--- config.mk ---
export PLATFORM = sky130hd
export DESIGN_NAME = shift_sequencer_flat
export DESIGN_NICKNAME = d
export VERILOG_FILES = /design/src/rtl/shift_sequencer_if.sv /design/src/rtl/shift_sequencer.sv /design/src/flat_wrapper.sv
export SDC_FILE = /design/constraint.sdc
export NUM_CORES = 1
export LEC_CHECK = 0
export ABC_AREA = 1
export BUFFER_PORTS_ARGS = -buffer_cell sky130_fd_sc_hd__buf_2
export CAP_MARGIN = 20
export CORE_ASPECT_RATIO = 0.8
export CORE_MARGIN = 1
export CORE_UTILIZATION = 35
export DETAILED_ROUTE_END_ITERATION = 12
export PLACE_DENSITY_LB_ADDON = 0.15
export SYNTH_ARGS = -nofsm -noshare
export SYNTH_HDL_FRONTEND = slang
export SYNTH_SLANG_ARGS = --single-unit
--- constraint.sdc ---
create_clock -name clock -period 1.33 [get_ports clock]
set_input_delay 0.0665 -clock clock [delete_from_list [all_inputs] [get_ports clock]]
set_output_delay 0.0665 -clock clock [all_outputs]
set_load 0.1 [all_outputs]
--- src/rtl/shift_sequencer_if.sv ---
// ============================================================================
// Module      : shift_sequencer_if
// Description : Control and feedback bundle between the shift sequencer and
//               the 8-bit load/rotate register, plus its requester.
// Revision    : 1.0 - initial release
// ============================================================================
`default_nettype none

interface shift_sequencer_if;
    logic       start;
    logic       stop;
    logic [7:0] load_data;
    logic [1:0] op;
    logic [3:0] num_steps;
    logic [7:0] reg_q;
    logic [7:0] reg_data;
    logic       reg_loadn;
    logic       reg_rotate;
    logic       reg_asright;
    logic       busy;
    logic       done;
    logic [3:0] steps_left;

    // Requester / register-model side
    modport master (
        output start, stop, load_data, op, num_steps, reg_q,
        input  reg_data, reg_loadn, reg_rotate, reg_asright, busy, done, steps_left
    );

    // Sequencer side
    modport slave (
        input  start, stop, load_data, op, num_steps, reg_q,
        output reg_data, reg_loadn, reg_rotate, reg_asright, busy, done, steps_left
    );
endinterface

`default_nettype wire

--- src/rtl/shift_sequencer.sv ---
// ============================================================================
// Module      : shift_sequencer
// Description : Loads a byte into the downstream load/rotate register, then
//               issues N single-bit shift steps at a divided rate.
// Revision    : 1.0 - initial release
// ============================================================================
`default_nettype none

module shift_sequencer #(
    parameter int STEP_DIV = 4,
    parameter int DIV_W    = 8
) (
    input wire logic          clock,
    input wire logic          reset_value,
    shift_sequencer_if.slave  bus
);

    typedef enum logic [1:0] {
        S_IDLE = 2'd0,
        S_LOAD = 2'd1,
        S_RUN  = 2'd2,
        S_DONE = 2'd3
    } state_t;

    localparam logic [DIV_W-1:0] c_div_last = DIV_W'(STEP_DIV - 1);

    state_t           r_state;
    state_t           w_next_state;
    logic [DIV_W-1:0] r_div;
    logic [DIV_W-1:0] w_div_next;
    logic             w_div_term;
    logic [3:0]       r_steps;
    logic [1:0]       r_op;
    logic [3:0]       r_num;
    logic [7:0]       r_data;

    logic       w_step;
    logic [7:0] w_reg_data;
    logic       w_reg_loadn;
    logic       w_reg_rotate;
    logic       w_reg_asright;
    logic       w_busy;
    logic       w_done;

    // A divide-by-one divider degenerates to "every RUN cycle is a step".
    generate
        if (STEP_DIV > 1) begin : g_div_multi
            assign w_div_term = (r_div == c_div_last);
            assign w_div_next = w_div_term ? '0 : r_div + DIV_W'(1);
        end else begin : g_div_single
            assign w_div_term = 1'b1;
            assign w_div_next = '0;
        end
    endgenerate

    always_ff @(posedge clock) begin
        if (reset_value) begin
            r_state <= S_IDLE;
            r_div   <= '0;
            r_steps <= '0;
            r_op    <= '0;
            r_num   <= '0;
            r_data  <= '0;
        end else begin
            r_state <= w_next_state;
            case (r_state)
                S_IDLE: begin
                    if (bus.start) begin
                        r_op   <= bus.op;
                        r_num  <= bus.num_steps;
                        r_data <= bus.load_data;
                    end
                end
                S_LOAD: begin
                    r_div   <= '0;
                    r_steps <= bus.stop ? 4'd0 : r_num;
                end
                S_RUN: begin
                    if (bus.stop) begin
                        r_div   <= '0;
                        r_steps <= '0;
                    end else begin
                        r_div <= w_div_next;
                        if (w_div_term) begin
                            r_steps <= r_steps - 4'd1;
                        end
                    end
                end
                default: begin
                end
            endcase
        end
    end

    always_comb begin
        w_next_state  = r_state;
        w_step        = 1'b0;
        w_reg_data    = bus.reg_q;
        w_reg_loadn   = 1'b0;
        w_reg_rotate  = 1'b0;
        w_reg_asright = 1'b0;
        w_busy        = 1'b0;
        w_done        = 1'b0;
        case (r_state)
            S_IDLE: begin
                if (bus.start) begin
                    w_next_state = S_LOAD;
                end
            end
            S_LOAD: begin
                w_busy     = 1'b1;
                w_reg_data = r_data;
                if (bus.stop) begin
                    w_next_state = S_IDLE;
                end else if (r_num == 4'd0) begin
                    w_next_state = S_DONE;
                end else begin
                    w_next_state = S_RUN;
                end
            end
            S_RUN: begin
                w_busy = 1'b1;
                w_step = w_div_term;
                // Step outputs are already committed, so a concurrent stop
                // still lets this step land.
                if (w_step) begin
                    w_reg_loadn   = 1'b1;
                    w_reg_rotate  = (r_op != 2'b00);
                    w_reg_asright = (r_op == 2'b10);
                end
                if (bus.stop) begin
                    w_next_state = S_IDLE;
                end else if (w_step && (r_steps == 4'd1)) begin
                    w_next_state = S_DONE;
                end
            end
            S_DONE: begin
                w_done       = 1'b1;
                w_next_state = S_IDLE;
            end
            default: begin
                w_next_state = S_IDLE;
            end
        endcase
    end

    assign bus.reg_data    = w_reg_data;
    assign bus.reg_loadn   = w_reg_loadn;
    assign bus.reg_rotate  = w_reg_rotate;
    assign bus.reg_asright = w_reg_asright;
    assign bus.busy        = w_busy;
    assign bus.done        = w_done;
    assign bus.steps_left  = r_steps;

endmodule

`default_nettype wire
--- src/flat_wrapper.sv ---
// flat-port wrapper written by rule: the top's interface ports become plain ports
module shift_sequencer_flat 
#(
    parameter int STEP_DIV = 4,
    parameter int DIV_W    = 8
)
  (clock, reset_value, bus_start, bus_stop, bus_load_data, bus_op, bus_num_steps, bus_reg_q, bus_reg_data, bus_reg_loadn, bus_reg_rotate, bus_reg_asright, bus_busy, bus_done, bus_steps_left);
  shift_sequencer_if bus_i ();
  input wire logic clock;
  input wire logic reset_value;
  input wire logic [$bits(bus_i.start)-1:0] bus_start;
  input wire logic [$bits(bus_i.stop)-1:0] bus_stop;
  input wire logic [$bits(bus_i.load_data)-1:0] bus_load_data;
  input wire logic [$bits(bus_i.op)-1:0] bus_op;
  input wire logic [$bits(bus_i.num_steps)-1:0] bus_num_steps;
  input wire logic [$bits(bus_i.reg_q)-1:0] bus_reg_q;
  output wire logic [$bits(bus_i.reg_data)-1:0] bus_reg_data;
  output wire logic [$bits(bus_i.reg_loadn)-1:0] bus_reg_loadn;
  output wire logic [$bits(bus_i.reg_rotate)-1:0] bus_reg_rotate;
  output wire logic [$bits(bus_i.reg_asright)-1:0] bus_reg_asright;
  output wire logic [$bits(bus_i.busy)-1:0] bus_busy;
  output wire logic [$bits(bus_i.done)-1:0] bus_done;
  output wire logic [$bits(bus_i.steps_left)-1:0] bus_steps_left;
  assign bus_i.start = bus_start;
  assign bus_i.stop = bus_stop;
  assign bus_i.load_data = bus_load_data;
  assign bus_i.op = bus_op;
  assign bus_i.num_steps = bus_num_steps;
  assign bus_i.reg_q = bus_reg_q;
  assign bus_reg_data = bus_i.reg_data;
  assign bus_reg_loadn = bus_i.reg_loadn;
  assign bus_reg_rotate = bus_i.reg_rotate;
  assign bus_reg_asright = bus_i.reg_asright;
  assign bus_busy = bus_i.busy;
  assign bus_done = bus_i.done;
  assign bus_steps_left = bus_i.steps_left;
  shift_sequencer #(.STEP_DIV(STEP_DIV), .DIV_W(DIV_W)) u_core (.clock(clock), .reset_value(reset_value), .bus(bus_i));
endmodule
### Yosys cells after proc, flatten, opt, wreduce, memory -nomap -nowiden

Index checks and enable logic that the tools add are counted.

* add/subtract/negate cells: 2
* equality and inequality tests: 9
* multiplexer cells: 22
* reduce and logical (&&, ||, !) cells: 9

Operator list (count)
* 8-bit two-way mux: 3
* 8-bit case mux with 2 select lines: 1
* 4-bit two-way mux: 3
* 1-bit two-way mux: 9
* 8-bit by 1-bit adder with 8-bit output, second input constant: 1
* 8-bit by 2-bit equality test with 1-bit output, second input constant: 1
* 2-bit two-way mux: 4
* 2-bit case mux with 4 select lines: 1
* 4-bit case mux with 2 select lines: 1
* 2-bit equality test, second input constant: 3
* 3-bit by 2-bit inequality test with 1-bit output, second input constant: 2
* 2-bit AND reduction: 3
* 4-bit by 1-bit equality test with 1-bit output, second input constant: 1
* 4-bit logical NOT: 1
* 2-bit nonzero test: 2
* 4-bit by 1-bit subtractor with 4-bit output, second input constant: 1
* 2-bit by 1-bit equality test with 1-bit output, second input constant: 1
* 2-bit logical NOT: 1
* 2-bit inequality test, second input constant: 1
* 2-bit OR reduction: 1
* 1-bit logical AND: 1

* register bits: 28
* input bits: 26
* output and inout bits: 17
* word-level logic and storage cells: 48

### Longest topological paths before layout

* word-level depth: 5
* gate-level depth with buffers: 10
* mapped depth without buffers: 10

### Least setup slack after synthesis

No wires, ideal clock.

* path type: flip-flop to output port
* start: register u_core.r_div[0]
* end: output port bus_reg_asright
* data arrival time: 3608 ps
* data required time: 1263 ps
* slack: -2345 ps
* cell stages (with the launch flop): 6
* buffers on the path: 0
* cell sequence: dfxtp_1 ha_1 nand2_1 nor2_2 nand2_2 nor4_1

* longest elaborated chain between the ends: 3

Ends and longest elaborated chain
* start: declaration: RTL line shift_sequencer.sv:29 `logic [DIV_W-1:0] r_div;`
* start signal: assignment: RTL line shift_sequencer.sv:83 `r_div <= w_div_next;`
* 8-bit by 2-bit equality test with 1-bit output: RTL line shift_sequencer.sv:48 `assign w_div_term = (r_div == c_div_last);`
* 1-bit two-way mux: RTL line shift_sequencer.sv:126 `if (w_step) begin`
* 1-bit two-way mux: RTL line shift_sequencer.sv:104 `case (r_state)`
* end: declaration: RTL line flat_wrapper.sv:20 `output wire logic [$bits(bus_i.reg_asright)-1:0] bus_reg_asright;`

Every way passes these cells.

### Worst setup path after layout

* start: register u_core.r_state[1]
* end: output port bus_reg_data[7]

* longest elaborated chain between the ends: 2

Ends and longest elaborated chain
* start: declaration: RTL line shift_sequencer.sv:27 `state_t r_state;`
* start signal: assignment: RTL line shift_sequencer.sv:65 `r_state <= w_next_state;`
* 2-bit by 1-bit equality test with 1-bit output: RTL line shift_sequencer.sv:104
* 8-bit two-way mux: RTL line shift_sequencer.sv:104
* end: declaration: RTL line flat_wrapper.sv:17 `output wire logic [$bits(bus_i.reg_data)-1:0] bus_reg_data;`

Every way passes these cells.

==> key figures <==
Synth
  • Avg Cell Area, Syn: 7.38 sq um
  • Xor-xnor portion of the synthesized cell area: 0.0341
  • Synth Net Count: 244
  • Yosys top cell area share: 0.363
  • Synth top area cells: dfxtp_1 36%, nor2_1 11%, ha_1 7.3%
  • Leading area contributor after synthesis: dfxtp_1
  • Post-synthesis compound-gate area fraction: 0.0908
  • Post-Synthesis Cells: 209
  • Flops & latches, synth: 28
  • Commonest cells post-synth: 47 x nor2_1, 29 x nand2_1, 28 x dfxtp_1
  • Main synth FF type: dfxtp_1
  • Most numerous cell in the Yosys netlist: nor2_1
  • Largest family of logic cells by synthesized area: simple AND/OR/NAND/NOR gates
  • Post-synth EDFFs: 0
  • Unique masters post-synth: 25
  • Synthesized area: 0.00154 sq mm
  • Post-synthesis simple-gate area fraction: 0.300
  • Syn. warnings: 0
  • Adder-Cell Fraction of Synth Area: 0.0730
  • Post-synthesis sequential area ratio: 0.363
  • Mux share of post-synthesis cell area: 0.0649
  • Ys async rst share: 0

Critical path
  • Reg-to-reg setup timing slack: -0.10 ns
  • Crit path required time: 1.26 ns
  • Reg2Reg Capture Point: u_core.bus.steps_left[2]$_SDFFE_PP0P_
  • Critical R2R Launch: u_core.r_state[1]$_SDFFE_PP0P_
  • Worst reg2reg path depth: 10
  • Setup CP Type: flop to output port
  • Critical Path Sink Type: output port
  • Critical-path maximum fanout: 5
  • Crit start category: flop
  • Worst Path Arrival: 1.49 ns

Worst hold path
  • Worst min-delay path class: input pin to flop
  • Hold Crit Depth: 3
  • Min-Delay Startpoint: bus_num_steps[3]
  • Hold Path End: u_core.r_num[3]$_SDFFE_PP0P_

Global routing
  • First-pass GRT wire length: 6.42 mm
  • Antenna violations before repair: 0
  • Pin count of the biggest net entering global routing: 21
  • Gr ovfl total: 0
  • Vias in the first global route: 1334
  • Total GRT Usage: 0.177

Route
  • Via count: 1550
  • DR DRC count: 0
  • TritonRoute pass-1 iters: 4
  • Iteration-0 DRC Markers: 84
  • Post-Route WL: 4.32 mm
  • Per-cell routed wire length: 12.9 um
  • Antenna Nets Post-Route: 0
  • Detailed-route vias per instance: 4.64

Power and ir drop
  • Internal Power: 3.34 mW
  • Seq pwr share: 0.196
  • Pleak: 1.18 nW
  • Combinational fraction of design power: 0.695
  • Switching portion of total power: 0.478
  • Psw: 3.06 mW
  • Power density over cell area: 2380 mW/mm^2
  • VDD IR max: 2420 uV
  • Clock power frac: 0.109
  • Final Total Pwr: 6.41 mW

Clock tree
  • Insertion delay of the later-clocked pin in the worst-skew pair: 0.28 ns
  • Clock root buffer: clkbuf_8
  • CTS tree: built
  • H-tree Lvls: 1
  • Worst-path clk slew: 0.10 ns
  • Max Buffers Root-to-Sink: 2
  • CTS buffer count: 3
  • Clock sink count: 28

Timing
  • Final hold viol count: 0
  • Setup-failing EPs final: 24
  • RSZ-0062 raised after global routing: true
  • Fin. max-slew vios: 0
  • Post-route setup TNS: -3.13 ns
  • Final WS setup: -0.229 ns
  • Final setup skew: 0.00272 ns
  • Crit share post-route: 1.17
  • Fin crit period: 1.56 ns
  • Hold Slack: 0.0257 ns
  • Max frequency: 641 MHz
  • Worst-Margin Slew: 0.483 ns
  • Slew headroom: 0.680

Floorplan
  • Die Wd: 76.2 um
  • Initial Utilization: 0.367
  • Rows: 21
  • Total I/O pin count: 43
  • Die H: 61.4 um
  • Core box area: 0.00420 sq mm
  • Die area: 0.00468 sq mm

Layout
  • Fin util: 0.641
  • Share of layout cells above drive strength 1: 0.523
  • Layout Area Growth over Synthesis: 74.6%
  • Ant diodes: 0
  • Nets@finish: 313
  • Final Cell Area: 0.00269 sq mm

Place
  • PortBufs: 42
  • RD Place Congestion: 0.805
  • Dpl cell area: 0.00222 sq mm
  • Final HPWL DP: 2.71 mm

Outcome
  • Failing checks: setup timing
  • Status: finished with violations

Job
  • Max_cap viols: 0
through the flow:
step                worst slack (ns)  std cells
floorplan                     -0.447        209
global placement           -0.000482        310
detailed placement           -0.0125        310
CTS                           -0.249        326
global route                  -0.275        334
finish                        -0.229        334
layout make-up:
class,count,area [sq um]
fill,339,1510
timing repair buffer,68,686
multi-input combinational,153,1160
timing repair inverter,1,7.51
tap,57,71.3
clock inverter,1,30.0
inverter,23,105
clock buffer,3,41.3
sequential,28,588
state kept, by name, indices dropped and copies added (netlist names):
name                   cells
u_core.r_data              8
u_core.r_div               8
u_core.bus.steps_left      4
u_core.r_op                2
u_core.r_state             2
u_core.r_num               4
critical path, cell delays in order, from the launching register on:
cell     delay [ns]
dfxtp_4        0.37
inv_4          0.07
ha_4           0.17
buf_12         0.13
mux2_4         0.31
buf_12         0.17
per-layer routing:
metal | global-route usage | part of all wire
met1 | 0.236 | 0.48
met2 | 0.296 | 0.47
met3 | 0.0400 | 0.042
met4 | 0.0412 | 0.0069
met5 | 0 | 0
power by group through the flow:
stage | Combinational [mW] | Sequential [mW] | Clock (mW)
after floorplan | 2.38 | 1.48 | 0
after global placement | 3.54 | 1.27 | 0
after detailed placement | 3.56 | 1.27 | 0
after CTS | 4.12 | 1.25 | 0.704
after global routing | 4.71 | 1.28 | 0.737
final | 4.45 | 1.25 | 0.696
how the worst max path moves through the flow:
stage	slack (ns)	cells past startpoint	to	start
4_1_cts	-0.25	7	bus_reg_rotate	u_core.r_div[1]$_SDFFE_PP0P_
6_report	-0.23	5	bus_reg_data[7]	u_core.r_state[1]$_SDFFE_PP0P_
5_1_grt	-0.27	7	bus_reg_rotate	u_core.r_div[1]$_SDFFE_PP0P_
3_5_place_dp	-0.01	8	u_core.r_div[2]$_SDFFE_PP0P_	u_core.r_div[1]$_SDFFE_PP0P_
2_1_floorplan	-0.45	5	bus_reg_asright	u_core.r_div[0]$_SDFFE_PP0P_
3_3_place_gp	-0.0005	8	u_core.r_div[1]$_SDFFE_PP0P_	u_core.r_div[1]$_SDFFE_PP0P_
timing repair:
action | in CTS | in global routing
pin swaps | 7 | 13
endpoints found under the hold margin | 1 | 0
endpoints found under the setup margin | 21 | 40
setup buffers | 10 | 6
hold buffers | 1 | 0
gates resized for setup | 25 | 27
gates cloned | 1 | 2
placed cells by master, fill, tap and decap left out, types with 9 or more instances in the layout:
master,synthesis,final
buf_12,0,15
buf_2,4,29
buf_4,0,13
dfxtp_1,28,18
inv_1,20,13
nand2_1,29,23
nand3_1,14,9
nor2_1,47,38
nor2_2,4,10
o21ai_0,16,15
kinds of logic after synthesis:
logic type	count (synthesis)
mux	9
simple gates	102
flops	28
xor+xnor	6
fa+ha+maj	9
compound gates	26
buf+inv	29
No activity file was read; power rests on OpenSTA's default activity.
